`config.mk`:
```
export PLATFORM = sky130hd
export DESIGN_NAME = alu_arbiter
export DESIGN_NICKNAME = d
export VERILOG_FILES = /design/src/rtl/alu_arbiter_pkg.sv /design/src/rtl/alu_arbiter_alu.sv /design/src/rtl/alu_arbiter.sv
export SDC_FILE = /design/constraint.sdc
export NUM_CORES = 2
export LEC_CHECK = 0
export BUFFER_PORTS_ARGS = -buffer_cell sky130_fd_sc_hd__clkbuf_2
export CAP_MARGIN = 10
export CORE_ASPECT_RATIO = 1.2
export CORE_UTILIZATION = 51
export DETAILED_ROUTE_END_ITERATION = 10
export HOLD_SLACK_MARGIN = 0.05
export PLACE_DENSITY = 0.71
export SLEW_MARGIN = 20
export SYNTH_ARGS = -nofsm -noshare
export SYNTH_HDL_FRONTEND = slang
export SYNTH_SLANG_ARGS = --single-unit
```
`constraint.sdc`:
```
create_clock -name clk -period 168.2 [get_ports clk]
set_input_delay 25.23 -clock clk [delete_from_list [all_inputs] [get_ports clk]]
set_output_delay 25.23 -clock clk [all_outputs]
set_load 0.01 [all_outputs]
```
`src/rtl/alu_arbiter_pkg.sv`:
```
// Shared types and constants for the two-requester ALU arbiter.
package alu_arbiter_pkg;

    localparam int unsigned DATA_W = 32;
    localparam int unsigned SEL_W  = 4;

    // ALU opcodes; any other selector value behaves as add.
    localparam logic [SEL_W-1:0] OP_ADD = 4'd0;
    localparam logic [SEL_W-1:0] OP_SUB = 4'd1;
    localparam logic [SEL_W-1:0] OP_MUL = 4'd2;
    localparam logic [SEL_W-1:0] OP_DIV = 4'd3;

    // Arbiter control states: one operation in flight at a time.
    typedef enum logic [1:0] {
        ST_IDLE = 2'd0,
        ST_EXEC = 2'd1,
        ST_RESP = 2'd2
    } state_e;

    // Operation captured at grant time.
    typedef struct packed {
        logic              id;
        logic [SEL_W-1:0]  sel;
        logic [DATA_W-1:0] a;
        logic [DATA_W-1:0] b;
    } op_t;

endpackage

```
`src/rtl/alu_arbiter_alu.sv`:
```
// Shared 32-bit combinational ALU: add, sub, mul (low word), unsigned div.
module alu_arbiter_alu
    import alu_arbiter_pkg::*;
(
    input  logic [DATA_W-1:0] a_i,
    input  logic [DATA_W-1:0] b_i,
    input  logic [SEL_W-1:0]  sel_i,
    output logic [DATA_W-1:0] y_c_o
);

    // Opcode decode; a zero divisor yields 0 here and is overridden upstream.
    always_comb begin
        y_c_o = a_i + b_i;
        case (sel_i)
            OP_SUB:  y_c_o = a_i - b_i;
            OP_MUL:  y_c_o = a_i * b_i;
            OP_DIV:  y_c_o = (b_i == '0) ? '0 : (a_i / b_i);
            default: y_c_o = a_i + b_i;
        endcase
    end

endmodule

```
`src/rtl/alu_arbiter.sv`:
```
// Round-robin arbiter sharing one ALU between two requesters, with a
// registered response held until the consumer takes it.
module alu_arbiter
    import alu_arbiter_pkg::*;
#(
    parameter logic [DATA_W-1:0] DIV0_RESULT = 32'hFFFF_FFFF,
    parameter logic              RR_INIT     = 1'b0
) (
    input  logic              clk,
    input  logic              reset,
    input  logic              req0_valid,
    output logic              req0_ready,
    input  logic [DATA_W-1:0] req0_a,
    input  logic [DATA_W-1:0] req0_b,
    input  logic [SEL_W-1:0]  req0_sel,
    input  logic              req1_valid,
    output logic              req1_ready,
    input  logic [DATA_W-1:0] req1_a,
    input  logic [DATA_W-1:0] req1_b,
    input  logic [SEL_W-1:0]  req1_sel,
    output logic              resp_valid,
    input  logic              resp_ready,
    output logic              resp_id,
    output logic [DATA_W-1:0] resp_out,
    output logic              resp_zero,
    output logic              resp_dz
);

    state_e            state_q, state_d;
    logic              prio_q;
    op_t               op_q, op_d;
    logic              grant_c, grant_id_c;
    logic [DATA_W-1:0] alu_y_c, result_c;
    logic              div0_c;

    logic              resp_valid_q;
    logic              resp_id_q;
    logic [DATA_W-1:0] resp_out_q;
    logic              resp_zero_q;
    logic              resp_dz_q;

    // State register.
    always_ff @(posedge clk) begin
        if (reset) begin
            state_q <= ST_IDLE;
        end else begin
            state_q <= state_d;
        end
    end

    // Next state, grant decision and operand selection; ready is the grant itself.
    always_comb begin
        state_d    = state_q;
        grant_c    = 1'b0;
        grant_id_c = 1'b0;
        case (state_q)
            ST_IDLE: begin
                if (!reset && (req0_valid || req1_valid)) begin
                    grant_c    = 1'b1;
                    grant_id_c = (req0_valid && req1_valid) ? prio_q : req1_valid;
                    state_d    = ST_EXEC;
                end
            end
            ST_EXEC: state_d = ST_RESP;
            ST_RESP: begin
                if (resp_ready) begin
                    state_d = ST_IDLE;
                end
            end
            default: state_d = ST_IDLE;
        endcase

        op_d.id  = grant_id_c;
        op_d.sel = grant_id_c ? req1_sel : req0_sel;
        op_d.a   = grant_id_c ? req1_a   : req0_a;
        op_d.b   = grant_id_c ? req1_b   : req0_b;

        req0_ready = grant_c && !grant_id_c;
        req1_ready = grant_c &&  grant_id_c;
    end

    alu_arbiter_alu u_alu (
        .a_i   (op_q.a),
        .b_i   (op_q.b),
        .sel_i (op_q.sel),
        .y_c_o (alu_y_c)
    );

    // Divide by zero substitutes the fixed result for the ALU output.
    always_comb begin
        div0_c   = (op_q.sel == OP_DIV) && (op_q.b == '0);
        result_c = div0_c ? DIV0_RESULT : alu_y_c;
    end

    // Operand capture at grant, priority rotation, and the response register.
    always_ff @(posedge clk) begin
        if (reset) begin
            prio_q       <= RR_INIT;
            op_q         <= '0;
            resp_valid_q <= 1'b0;
            resp_id_q    <= 1'b0;
            resp_out_q   <= '0;
            resp_zero_q  <= 1'b0;
            resp_dz_q    <= 1'b0;
        end else begin
            if (grant_c) begin
                op_q   <= op_d;
                prio_q <= ~grant_id_c;
            end
            if (state_q == ST_EXEC) begin
                resp_valid_q <= 1'b1;
                resp_id_q    <= op_q.id;
                resp_out_q   <= result_c;
                resp_zero_q  <= (result_c == '0);
                resp_dz_q    <= div0_c;
            end else if ((state_q == ST_RESP) && resp_ready) begin
                resp_valid_q <= 1'b0;
                resp_out_q   <= '0;
                resp_zero_q  <= 1'b0;
                resp_dz_q    <= 1'b0;
            end
        end
    end

    assign resp_valid = resp_valid_q;
    assign resp_id    = resp_id_q;
    assign resp_out   = resp_out_q;
    assign resp_zero  = resp_zero_q;
    assign resp_dz    = resp_dz_q;

endmodule

```
Word level (Yosys, flattened, before mapping)
Index checks and enable logic that the tools add are counted.
{ "op_classes": {"addsub": 2, "mul": 1, "div_mod_pow": 1, "n_eq_ne": 7, "mux": 20, "n_bitwise": 1, "n_reduce_logical": 14} }
{ "op_table": {"columns": ["cell", "n"], "rows": [
  ["32-bit two-way mux", 6],
  ["32-bit one-hot mux with 3 select lines", 1],
  ["32-bit zero test", 2],
  ["32-bit adder", 1],
  ["32-bit by 32-bit divider with 32-bit output", 1],
  ["32-bit by 32-bit multiplier with 32-bit output", 1],
  ["32-bit subtractor", 1],
  ["1-bit two-way mux", 9],
  ["4-bit by 2-bit == test with 1-bit output (second input constant)", 2],
  ["1-bit logical AND", 6],
  ["2-bit one-hot mux with 3 select lines", 1],
  ["4-bit by 1-bit == test with 1-bit output (second input constant)", 1],
  ["2-bit two-way mux", 2],
  ["4-bit two-way mux", 1],
  ["2-bit inequality test (second input constant)", 2],
  ["2-bit by 1-bit == test with 1-bit output (second input constant)", 1],
  ["2-bit == test (second input constant)", 1],
  ["1-bit zero test", 2],
  ["2-bit zero test", 1],
  ["2-bit AND reduction", 1],
  ["2-bit nonzero test", 1],
  ["1-bit logical OR", 1],
  ["1-bit NOT", 1]
]} }
{ "word_totals": {"reg_bits": 108, "in_bits": 141, "wordCells": 57} }

Longest topological paths before layout
{ "logic_depth": {"ltp_word": 6, "ltp_mapped": 330} }

Cells and area by module
Synthesis repeated with hierarchy kept, for this count alone.
{ "unflattened": {"hier_cells": 6864, "area_unflattened_um2": 50719.9} }
{ "modules_own_cells": {"columns": ["module", "instances", "cells_each", "area_per_inst_um2", "seq_area_each_um2"], "rows": [
  ["alu_arbiter_alu", 1, 6353, 45865.2, 0.0],
  ["alu_arbiter", 1, 511, 4854.7, 2162.1]
]} }

Worst setup path after synthesis
OpenSTA, ideal clock, no wires.
{ "synth_timing": {"path_kind": "flip-flop to flip-flop", "startpoint": "register op_q[23] in the netlist's numbering", "endpoint": "register resp_zero_q (netlist: resp_zero)", "setup_ns": 0.087, "t_arrival_ns": 67.500, "slack_ns": 100.613, "stages_incl_launch_ff": 301, "period_less_slack_ns": 67.587, "path_cell_list": "dfxtp_1 > clkbuf_1 > inv_1 > nand4_2 > buf_2 > nor3_1 > a31oi_1 > a31oi_1 > ha_1 > o21a_1 > o21ai_0 > nor3_1 > o21ai_0 > nand2_1 > ha_1 > o211ai_1 > a21o_1 > nor2_1 > [... 265 more ...] > o21ai_0 > nand2_1 > a211oi_1 > clkbuf_1 > mux2_2 > ha_1 > a21o_1 > a21oi_1 > o21ai_0 > a2111oi_0 > a21oi_1 > o21a_1 > nor4_1 > nand4b_1 > nor4_1 > nand4b_1 > a2111o_1 > o31ai_1"} }
{ "synth_via": {"elab_chain_cells": 6, "word_cells_on_any_way": 11} }
{ "synth_lines": {"columns": ["item", "line_no", "rtl"], "rows": [
  ["start, declared", "alu_arbiter.sv:31", "op_t op_q, op_d;"],
  ["start signal, assigned", "alu_arbiter.sv:107", "op_q <= op_d;"],
  ["32-bit by 32-bit divider with 32-bit output / 32-bit zero test (equally long branches)", "alu_arbiter_alu.sv:17, alu_arbiter.sv:91", null],
  ["32-bit two-way mux", "alu_arbiter_alu.sv:17", "OP_DIV: y_c_o = (b_i == '0) ? '0 : (a_i / b_i);"],
  ["32-bit one-hot mux with 3 select lines", "alu_arbiter_alu.sv:14", "case (sel_i)"],
  ["32-bit two-way mux (*)", "alu_arbiter.sv:92", "result_c = div0_c ? DIV0_RESULT : alu_y_c;"],
  ["32-bit zero test (*)", "alu_arbiter.sv:114", "resp_zero_q <= (result_c == '0);"],
  ["1-bit two-way mux (*)", "alu_arbiter.sv:110", "if (state_q == ST_EXEC) begin"],
  ["end signal, assigned", "alu_arbiter.sv:114", null],
  ["end, declared", "alu_arbiter.sv:39", "logic resp_zero_q;"]
]} }
Mark *: on every way between the ends. The rest lies on a longest branch, timed or not.
A chain may end at the register's enable or synchronous reset.

Worst setup path in the final report
{ "layout_timing": {"startpoint": "register op_q[19] in the netlist's numbering", "endpoint": "register resp_zero_q (netlist: resp_zero)"} }
Same word-level chain as after synthesis.

==> reports/results.ini <==
[outcome]
status=finished, final reports clean

[detailed_routing]
wl_mm=255.7
viasPerCell=6.749
drt_iter0_markers=6873
wl_per_cell_um=29.49
drcViolationCount=0
dr.pass1.iters=8
dr_total_vias=58510
drtAntennaViolNets=0

[clock_tree]
ctsResizeCount=0
htreeDepth=3
clkLatencyLatePin_ns=0.42
cts_made_buffers=9
clk_pin_slew_ns=0.09
cts_root_buffer=clkbuf_16
holdBufCountCts=0
cts.sinks=108
cts_tree=done
post-cts-setup-buffers=0
cts.path.max_buffers=2

[grt]
antenna_found_initial=7
gr-usage-met2_pct=72.05
overflow=0
grt_pass1_vias=55510
grt_pass1_wl_mm=368.4
grt_max_degree=86
grtUsageMet3_pct=12.20
top_usage_layer=met2
grt_usage_pct=46.95
grt_use_met1_pct=55.57

[finish]
mostFrequentLayoutCells=nand2_1, nor2_1, ha_1, inv_1, a21oi_1
fillers=10180
multi_input_area_sq_mm=0.04759
nNetsFinal=8524
area.growth.synth_to_final_pct=5.377
regArea_sq_mm=0.002163
drive_above_1_share_pct=7.955
layout_commonest_cell=nand2_1

[sta]
finalCriticalPeriod_ns=89.07
hold_viol=0
slew_headroom_pct=11.49
holdWs_ns=0.4626
rsz0062_at_grt=no
drv_slew=0
finalSetupViolCount=0
fin_tns_setup_ns=0
skew_ns=0.02076
max_freq_mhz=11.23
post-route-period-util_pct=52.96
max_slew.worst_pin.slew_ns=1.319

[placed_design]
portBuffers=178
hpwlAfterDp_mm=200.2
routabilityCongestion=1.119

[synth]
ys_ff_latch=108
async_flop_share_pct=0
synth.top_cell.area_share_pct=16.10
synth_flop_cell=dfxtp_1
yosysWarnings=0
synth_top_cell_by_area=ha_1
yosysSeqAreaShare_pct=4.051
syn_inst=7272
synth_edf_count=0
syn_area_per_cell_sq_um=7.340
ys_types=124
syn-num-nets=8509
synth.cell_area_sq_mm=0.05338
netlist_top_cells_area=ha_1, fa_1, nand2_1

[worst_hold_path]
min_path_type=flop to flop

[worst_setup_path]
r2r-start=op_q[19]
crit_type=flop to flop
max_stage_delay_ns=1.07
path_delay_family=compound AO/OA/AOI/OAI gates
r2r_setup_slack_ns=79.13
cpMostUsedCell=ha_1
crit_slowest_cell=a221oi_1
crit_path_max_fanout=37
path_buf_inv=15
crit_cells=273
end_kind=flop
r2r-end=resp_zero
crit_start=op_q[19]
arrival_ns=89.42
reg2reg_depth=273
worstSetupEndpoint=resp_zero
required_ns=168.54
start_kind=flop

[floorplan]
core_area_sq_mm=0.1035
dieArea_sq_mm=0.1060
dieHeight_um=356.4
die_width_um=297.3
top_level_ports=179
initial_core_util_pct=51.59
rows=129

[run]
maxCapViolCount=0

logic make-up (layout without fill, tap and decap cells):
logic type               count (synthesis)  in the layout  share of synthesized area, %
adder cells (fa/ha/maj)               1096           1096                         31.44
buffers and inverters                  984           1003                         7.063
flip-flops                             108            108                         4.051
AND/OR/NAND/NOR                       2503           2503                         21.65
other                                    0              3                             0
multiplexers                           166            166                         3.263
AO/OA/AOI/OAI                         1954           1954                         24.96
XOR/XNOR                               461            461                         7.564
how the worst min path moves through the flow:
stage	startpoint	to	slack [ns]	cells after the start
finish	op_q[68]	resp_id	0.46	2
global route	op_q[68]	resp_id	0.48	2
floorplan	op_q[68]	resp_id	0.43	2
detailed placement	op_q[68]	resp_id	0.46	2
CTS	op_q[68]	resp_id	0.46	2
global placement	op_q[68]	resp_id	0.45	2
through the flow:
step	setup slack [ns]	cell area, sq um	std cells	utilization (%)
floorplan	100.61	53380	7272	-
global placement	84.07	55940	8651	54.07
detailed placement	83.27	55950	8651	54.08
CTS	83.00	56220	8666	54.34
global route	75.81	56240	8668	54.36
finish	79.13	56250	8669	54.37
state kept, by name, indices dropped and copies added, names as in the netlist:
register    cells
state_q         2
resp_out       32
resp_zero       1
prio_q          1
resp_id         1
resp_valid      1
op_q           69
resp_dz         1
worst min-delay path: cells and delay by family (launching register included):
| family | cells | cell delay, ns |
|---|---|---|
| AND/OR/NAND/NOR | 1 | 0.06 |
| AO/OA/AOI/OAI | 1 | 0.05 |
| flip-flops | 1 | 0.32 |
synth_stat cells (65+ instances only):
master	instances
nand4_1	65
a21o_1	159
xor2_1	173
dfxtp_1	108
xnor2_1	288
a21oi_1	455
mux2i_1	102
a211oi_1	134
ha_1	687
nor2_1	693
nor3_1	193
o21a_1	150
fa_1	409
nand3_1	114
and2_1	110
a31oi_1	95
o21ai_0	317
nand2_1	916
clkbuf_1	247
o211ai_1	79
inv_1	659
per-layer routing:
layer / vias to the layer above / wire (um)
li1: 25730 / -
met1: 27780 / 92950
met2: 3803 / 107500
met3: 1188 / 29380
met4: 6 / 25750
met5: - / 43
layout make-up:
| cell class | count | share of cell area (%) |
|---|---|---|
| multi-input combinational | 6180 | 84.60 |
| antenna | 3 | 0.01335 |
| tap | 1375 | 3.059 |
| clock inverter | 6 | 0.08676 |
| sequential | 108 | 3.846 |
| inverter | 661 | 4.416 |
| timing repair buffer | 327 | 3.577 |
| clock buffer | 9 | 0.4004 |
Power is left out: the tool's default activity adds up to more than one toggle a clock period on the data nets, which glitch-free logic cannot reach.
